==> src/rtl/int_ctrl.sv <==
// int_ctrl: latches edge/level interrupt sources into PENDING, masks them,
// picks the lowest-index eligible source and drives a registered INT line.
// Latency: source edge -> PENDING after 1 edge, INT after 2; reads are combinational.
module int_ctrl #(
  parameter int N_SRC = 4
) (
  input  logic             clk,
  input  logic             rst,
  input  logic [N_SRC-1:0] irq_src,
  input  logic             sel,
  input  logic             mem_w,
  input  logic [1:0]       addr,
  input  logic [31:0]      wdata,
  output logic [31:0]      rdata,
  input  logic             int_ack,
  output logic             INT
);

  localparam int PAD = 32 - N_SRC;

  localparam logic [1:0] A_PENDING = 2'd0;
  localparam logic [1:0] A_MASK    = 2'd1;
  localparam logic [1:0] A_MODE    = 2'd2;
  localparam logic [1:0] A_VECTOR  = 2'd3;

  logic [N_SRC-1:0] r_src_q;
  logic [N_SRC-1:0] r_pending;
  logic [N_SRC-1:0] r_mask;
  logic [N_SRC-1:0] r_mode;
  logic             r_int;

  logic             w_wr;
  logic [N_SRC-1:0] w_elig;
  logic [N_SRC-1:0] w_rise;
  logic [N_SRC-1:0] w_w1c;
  logic [N_SRC-1:0] w_ack_clr;
  logic [N_SRC-1:0] w_pending_nxt;
  logic [2:0]       w_vec_idx;
  logic             w_vec_vld;
  logic [31:0]      w_vector;

  assign w_wr   = sel & mem_w;
  assign w_elig = r_pending & r_mask;
  assign w_rise = irq_src & ~r_src_q;
  assign w_w1c  = (w_wr && (addr == A_PENDING)) ? wdata[N_SRC-1:0] : '0;

  // Priority encoder: lowest-numbered eligible source wins.
  always_comb begin
    w_vec_idx = '0;
    w_vec_vld = 1'b0;
    for (int i = N_SRC - 1; i >= 0; i--) begin
      if (w_elig[i]) begin
        w_vec_vld = 1'b1;
        w_vec_idx = 3'(i);
      end
    end
  end

  assign w_vector = {w_vec_vld, 28'd0, w_vec_idx};

  // Acknowledge clears only the bit currently reported by VECTOR.
  always_comb begin
    w_ack_clr = '0;
    for (int i = 0; i < N_SRC; i++) begin
      w_ack_clr[i] = int_ack && w_vec_vld && (w_vec_idx == 3'(i));
    end
  end

  // Next PENDING: level bits track the pin; edge bits set on rise, and a
  // rise beats any clear in the same cycle so no event is lost.
  always_comb begin
    w_pending_nxt = '0;
    for (int i = 0; i < N_SRC; i++) begin
      if (r_mode[i]) begin
        w_pending_nxt[i] = irq_src[i];
      end else begin
        w_pending_nxt[i] = w_rise[i] | (r_pending[i] & ~(w_w1c[i] | w_ack_clr[i]));
      end
    end
  end

  // Source history, pending, and INT; reset drops everything including
  // edges arriving in the reset cycle.
  always_ff @(posedge clk) begin
    if (rst) begin
      r_src_q   <= '0;
      r_pending <= '0;
      r_int     <= 1'b0;
    end else begin
      r_src_q   <= irq_src;
      r_pending <= w_pending_nxt;
      r_int     <= |w_elig;
    end
  end

  // CPU-writable configuration registers; VECTOR writes fall through.
  always_ff @(posedge clk) begin
    if (rst) begin
      r_mask <= '0;
      r_mode <= '0;
    end else if (w_wr) begin
      if (addr == A_MASK) r_mask <= wdata[N_SRC-1:0];
      if (addr == A_MODE) r_mode <= wdata[N_SRC-1:0];
    end
  end

  // Read mux reflects current register state (pre-update on a write cycle).
  always_comb begin
    rdata = '0;
    case (addr)
      A_PENDING: rdata = {{PAD{1'b0}}, r_pending};
      A_MASK:    rdata = {{PAD{1'b0}}, r_mask};
      A_MODE:    rdata = {{PAD{1'b0}}, r_mode};
      A_VECTOR:  rdata = w_vector;
      default:   rdata = '0;
    endcase
  end

  assign INT = r_int;

endmodule

==> config.mk <==
export PLATFORM = sky130hd
export DESIGN_NAME = int_ctrl
export DESIGN_NICKNAME = d
export VERILOG_FILES = /design/src/rtl/int_ctrl.sv
export SDC_FILE = /design/constraint.sdc
export NUM_CORES = 1
export LEC_CHECK = 0
export BUFFER_PORTS_ARGS = -buffer_cell sky130_fd_sc_hd__buf_2
export CORE_UTILIZATION = 40
export CTS_CLUSTER_DIAMETER = 40
export DETAILED_ROUTE_END_ITERATION = 12
export PLACE_DENSITY = 0.8
export RECOVER_POWER = 100
export SLEW_MARGIN = 10
export SYNTH_ARGS = -nofsm -noshare
export SYNTH_HDL_FRONTEND = slang
export SYNTH_SLANG_ARGS = --single-unit
==> constraint.sdc <==
create_clock -name clk -period 1.5 [get_ports clk]
set_input_delay 0.15 -clock clk [delete_from_list [all_inputs] [get_ports clk]]
set_output_delay 0.15 -clock clk [all_outputs]
set_load 0.02 [all_outputs]
==> results.md, run 1 <==
- Die area: 2770 um2
- DRC errors left: 0
- Final Cycle Share: 114%
- Register area share after synthesis: around a third
- Buffers added on ports: 20
- CP cell instances: nand2_2, a32oi_1, a21oi_1, mux4_2, buf_6
- CP Max Fanout: 2
- Clock network fraction of total power: 25.8%
- Largest net degree at the start of global routing: 17
- Setup_tns: -0.367 ns
- Fin crit period: 1.70 ns
- Status: finished, violations left
- EDFF count, synth: 0
- Via density: 4.94
- CTS tree: built
- GRT Overall Usage: 15.5%
- # setup viols final: 2
- Setup slack, reg-to-reg: 0.20 ns
- Crit start category: flip-flop
- Leakage power: 0.000572 uW
- GRT busiest layer: met2
- Final Hold Viols: 0
- Flops & latches, synth: 17
- Core Area: 2320 um2
- Max Cap Viol: 0
- Yosys top cell by area: dfxtp_1
- CTS max path bufs: 2
- Max Fclk: between 500 and 600 MHz
- Routing usage on met2: 30.8%
- Diodes inserted: 0
- Congestion Overflow GR: 0
- Hold crit path type: input pin to flip-flop
- CP arrival: about 1.6 ns
- Instance count on the critical path: 5
- First-pass GRT wire length: slightly above 3 mm
- Effective utilization at floorplan: about 44%
- Nets: around 190
- Delay-heaviest family, CP: multiplexers
- Synth cell count leaders: buf_4, dfxtp_1, mux2i_1
- Psw: between 200 and 300 uW
- Worst Hold Path Cells: 2
- Synth Cell Area: 1020 um2
- Post-synth top area share: between 30% and 40%
- Clock tree root driver cell: clkbuf_4
- Initial antenna violation count: 0
- Worst Path Buf+Inv: 1
- Drt first pass iters: 6
- Yosys warnings: 0
- Vias: between 800 and 900
- GR Util met3: between 1.5 and 2%
- Relative slew slack: a little over half
- Largest cells by area after synthesis: dfxtp_1, buf_4, mux2i_1, nand2_1, o21ai_0
- Post-DR wirelength/cell: 11.7 um
- CTS Buf Count: 3
- Failing checks: negative setup slack
- Fraction of layout cells with a size suffix above 1: about a quarter
- Sequential cell area: 345 um2
- Worst skew pair latency: about 0.28 ns
- Slowest CP cell: mux4_2
- PwrDens: around 800 nW/um2
- Area of the multi-input gates: 544 um2
- WHS: 0.106 ns
- H-tree depth: 1
- Clock sink count: 17
- Routed WL: 1.99 mm
- Die Ht: roughly 53 um
- Least-Margin Pin Slew: 0.681 ns
- Synth async-reset ratio: 0%
- Most instantiated library cell after synthesis: buf_4
- R2r worst-path depth: 4
- Met1 Use GR: between 15 and 20%
- Clk_skew: between 0.0007 and 0.0008 ns
- Final WS setup: -0.203 ns
- Switching Share: 30.2%
- # rows: 17
- Commonest register cell after synthesis: dfxtp_1
- Unrepaired setup endpoints after global routing: true
- Starting DRT DRC Count: 13
- Flop pwr share: 53.1%
- Cell-internal power: 646 uW
- Mapped Cells: 112
- Netlist cell types: 30
- Placer Congestion: a little under 0.8
- Register clock-pin slew on the reported worst setup and hold paths: 0.09 ns
- Kind of critical path: flip-flop to output port
- CP required: 1.35 ns
- Peak supply drop: 486 uV
- Fillers: 238
- Syn avg cell area: 9.15 um2
- Dpl hpwl: 1.50 mm
- IO Count: 76
- Power share of the combinational group: 21.1%
- Area Overhead vs Synth: 11.1%
- Final ANT Viol Nets: 0
- Chip Width: 52.6 um
- Worst path max stage delay: 0.48 ns
- Vias in the first global route: 714
- Slew Limit Fails: 0
- Crit path capture type: output port
[layer usage]
layer | routed length (um) | vias to the layer above
li1 | - | 399
met1 | 765 | 392
met2 | 1050 | 46
met3 | 174 | 2
met4 | 5 | 0
met5 | 0 | -
[layout make-up]
cell class                      instances  area share, %
Multi-Input combinational cell         87           47.8
Sequential cell                        17           30.3
Timing Repair Buffer                   29           14.8
Tap cell                               28           3.08
Clock buffer                            4           2.31
Inverter                                5           1.65
[worst paths after layout]
path	endpoint	start
max	rdata[0]	r_mask[2]
min	r_src_q[2]	irq_src[2]
max reg2reg	r_pending[0]	r_pending[0]
min reg2reg	r_pending[0]	r_src_q[0]
[what timing repair did]
action,in CTS,in global routing
gates resized for setup,10,0
endpoints found under the setup margin,2,2
buffers inserted,2,1
hold buffers,0,0
gates cloned,0,0
pin swaps,1,0
[per-stage QoR]
step	instances	worst slack, ns	power, uW	instance area, um2	utilization, %
after floorplan	138	0.138	683	1120	-
final	170	-0.203	925	1140	49.1
after detailed placement	163	0.0256	687	1080	46.7
after global placement	163	0.0402	681	1080	46.7
after CTS	169	-0.203	932	1140	49.3
after global routing	170	-0.248	972	1140	49.1
[registers in the layout (all words and copies together), names as in the netlist]
signal	cells
r_pending	4
r_src_q	4
r_mask	4
r_mode	4
INT	1
[kinds of logic (layout without fill, tap and decap cells)]
family,Yosys count,after routing,share of synthesized area (%)
compound gates,17,17,11.6
buf+inv,34,38,23.3
flops,17,17,33.2
mux,12,12,14.5
other cells,1,27,0.366
simple gates,31,31,17.0
[worst register-to-register path: stages, from the launching register on]
cell and delay [ns]:
dfxtp_1 0.36, buf_4 0.14, or3b_2 0.44, a221o_1 0.26, nand2_1 0.05
[cells in the final DEF (no fill, tap or decap), types with 2 or more instances in the layout]
cell      instances
a31oi_1           2
dfxtp_1          13
conb_1           27
nand3_1           3
nor2_1            8
o21ai_0           6
buf_2            14
dfxtp_2           4
buf_4             7
mux2i_1          10
buf_6             2
clkbuf_4          3
mux4_2            2
nor2b_1           4
inv_1             5
nand2_1           9
clkbuf_1          6
a32o_1            2
[power by group through the flow]
stage / registers (uW) / clock network, uW / logic (uW)
2_1_floorplan: 498 / 0 / 185
3_3_place_gp: 498 / 0 / 183
3_5_place_dp: 499 / 0 / 188
4_1_cts: 491 / 245 / 196
5_1_grt: 494 / 264 / 214
6_report: 491 / 239 / 195
Note: power is estimated with default switching activity, not from simulation.
==> inputs of run 2 (changes only) <==
--- a/config.mk
+++ b/config.mk
@@ -6,10 +6,11 @@
 export NUM_CORES = 1
 export LEC_CHECK = 0
 export BUFFER_PORTS_ARGS = -buffer_cell sky130_fd_sc_hd__buf_2
-export CORE_UTILIZATION = 40
+export CORE_ASPECT_RATIO = 0.5
+export CORE_UTILIZATION = 39
 export CTS_CLUSTER_DIAMETER = 40
 export DETAILED_ROUTE_END_ITERATION = 12
-export PLACE_DENSITY = 0.8
+export PLACE_DENSITY = 0.78
 export RECOVER_POWER = 100
 export SLEW_MARGIN = 10
 export SYNTH_ARGS = -nofsm -noshare
==> results.md, run 2 (synthesized netlist as in run 1, its figures left out) <==
- IO Count: 76 (unchanged)
- Met1 Use GR: 18.2% (was 15.8%)
- Fin crit period: 1.69 ns (was 1.70 ns)
- Dpl hpwl: 1.45 mm (was 1.50 mm)
- Placer Congestion: 0.775 (was 0.794)
- Vias in the first global route: 684 (was 714)
- Vias: 818 (was 839)
- Hold crit path type: input pin to flip-flop (unchanged)
- Fraction of layout cells with a size suffix above 1: 24.6% (was 26.1%)
- DRC errors left: 0 (unchanged)
- Clock tree root driver cell: clkbuf_8 (was clkbuf_4)
- Effective utilization at floorplan: 43.8% (was 44.2%)
- Initial antenna violation count: 0 (unchanged)
- Area Overhead vs Synth: 12.7% (was 11.1%)
- Max Cap Viol: 0 (unchanged)
- GRT Overall Usage: 15.4% (was 15.5%)
- Setup_tns: -0.359 ns (was -0.367 ns)
- R2r worst-path depth: 4 (unchanged)
- Starting DRT DRC Count: 59 (was 13)
- Leakage power: 0.000567 uW (was 0.000572 uW)
- Drt first pass iters: 4 (was 6)
- Post-DR wirelength/cell: 11.2 um (was 11.7 um)
- # rows: 12 (was 17)
- Chip Width: 74.5 um (was 52.6 um)
- DP Cell Count: 171 (was 163)
- Status: finished, violations left (unchanged)
- CTS max path bufs: 2 (unchanged)
- H-tree depth: 1 (unchanged)
- Routed WL: 1.97 mm (was 1.99 mm)
- Register clock-pin slew on the reported worst setup and hold paths: 0.07 ns (was 0.09 ns)
- Via density: 4.62 (was 4.94)
- Routing usage on met2: 27.0% (was 30.8%)
- Final Cycle Share: 113% (was 114%)
- Final Hold Viols: 0 (unchanged)
- Peak supply drop: 416 uV (was 486 uV)
- Relative slew slack: 54.7% (was 54.6%)
- Crit start category: flip-flop (unchanged)
- CP Max Fanout: 2 (unchanged)
- CP arrival: 1.54 ns (was 1.55 ns)
- Final ANT Viol Nets: 0 (unchanged)
- Worst Hold Path Cells: 2 (unchanged)
- Core Area: 2340 um2 (was 2320 um2)
- CTS tree: built (unchanged)
- Congestion Overflow GR: 0 (unchanged)
- Diodes inserted: 0 (unchanged)
- Least-Margin Pin Slew: 0.680 ns (was 0.681 ns)
- Hold buffer count at cts: 0 (unchanged)
- Kind of critical path: flip-flop to output port (unchanged)
- CP required: 1.35 ns (about the same)
- GR Util met3: 5.26% (was 1.74%)
- Die Ht: 38.2 um (was 52.6 um)
- Worst skew pair latency: 0.25 ns (was 0.28 ns)
- Most common cell after layout, fill and taps aside: conb_1 (unchanged)
- Buffers added on ports: 20 (unchanged)
- First-pass GRT wire length: 3.12 mm (was 3.08 mm)
- Unrepaired setup endpoints after global routing: true (unchanged)
- Highest-count cells in the layout ignoring fill and taps: conb_1, dfxtp_1, buf_2 (was conb_1, buf_2, dfxtp_1)
- Final WS setup: -0.189 ns (was -0.203 ns)
- Clock sink count: 17 (unchanged)
- GRT busiest layer: met2 (unchanged)
- # setup viols final: 2 (unchanged)
- Finished Layout Cells: 177 (was 170)
- Nets: 186 (unchanged)
- Largest net degree at the start of global routing: 17 (unchanged)
- Max Fclk: 592 MHz (was 587 MHz)
- Clk_skew: 0.00518 ns (was 0.000757 ns)
- Die area: 2850 um2 (was 2770 um2)
- CTS Buf Count: 3 (unchanged)
- Failing checks: negative setup slack (unchanged)
- Crit path capture type: output port (unchanged)
- PwrDens: 885 nW/um2 (was 813 nW/um2)
- Slew Limit Fails: 0 (unchanged)
==> run 2: power breakdown <==
part	switching, uW	total, uW	internal (uW)
sequential	16.1	491	475
clock	146	334	188
combinational	128	197	68.9
==> run 2: what timing repair did <==
| action | in CTS | in global routing |
|---|---|---|
| setup buffers | 1 | 1 |
| resized for setup | 11 | 0 |
| setup endpoints to repair | 2 | 2 |
| pin swaps | 2 | 0 |
==> run 2: worst paths after layout <==
kind | endpoint | start | slack (ns)
worst min register to register | r_pending[2] | r_src_q[2] | 0.48
worst max register to register | r_pending[0] | r_pending[0] | 0.20
worst max-delay path | rdata[0] | r_mask[2] | -0.19
worst min-delay path | r_src_q[3] | irq_src[3] | 0.16
==> run 2: stage by stage <==
stage | hold WS [ns] | area, um2 | setup slack, ns | power, uW | utilization [%]
floorplan | 0.230 | 1120 | 0.138 | 683 | -
global placement | 0.405 | 1100 | 0.0759 | 683 | 46.9
detailed placement | 0.413 | 1100 | 0.0455 | 687 | 46.9
CTS | 0.156 | 1170 | -0.143 | 1030 | 49.9
global route | 0.162 | 1150 | -0.235 | 1080 | 49.3
finish | 0.158 | 1150 | -0.189 | 1020 | 49.3
==> run 2: worst max-delay path: stages, from the launching register on <==
cell and delay [ns]:
dfxtp_2 0.33, nand2_2 0.06, a32oi_1 0.21, a21oi_1 0.06, mux4_2 0.48, buf_6 0.15
==> run 2: final cells by class <==
type	instances	area [um2]
fillers	219	1190
multi-input cells	87	536
flip-flops and latches	17	344
repair buffers	29	168
clock buffers	4	45.0
well taps	35	43.8
inverters	5	18.8
==> run 2: per-layer routing <==
layer	share of wire (%)	up-vias
li1	-	393
met5	0	-
met4	1.0	0
met3	9.2	2
met1	40	378
met2	50	45
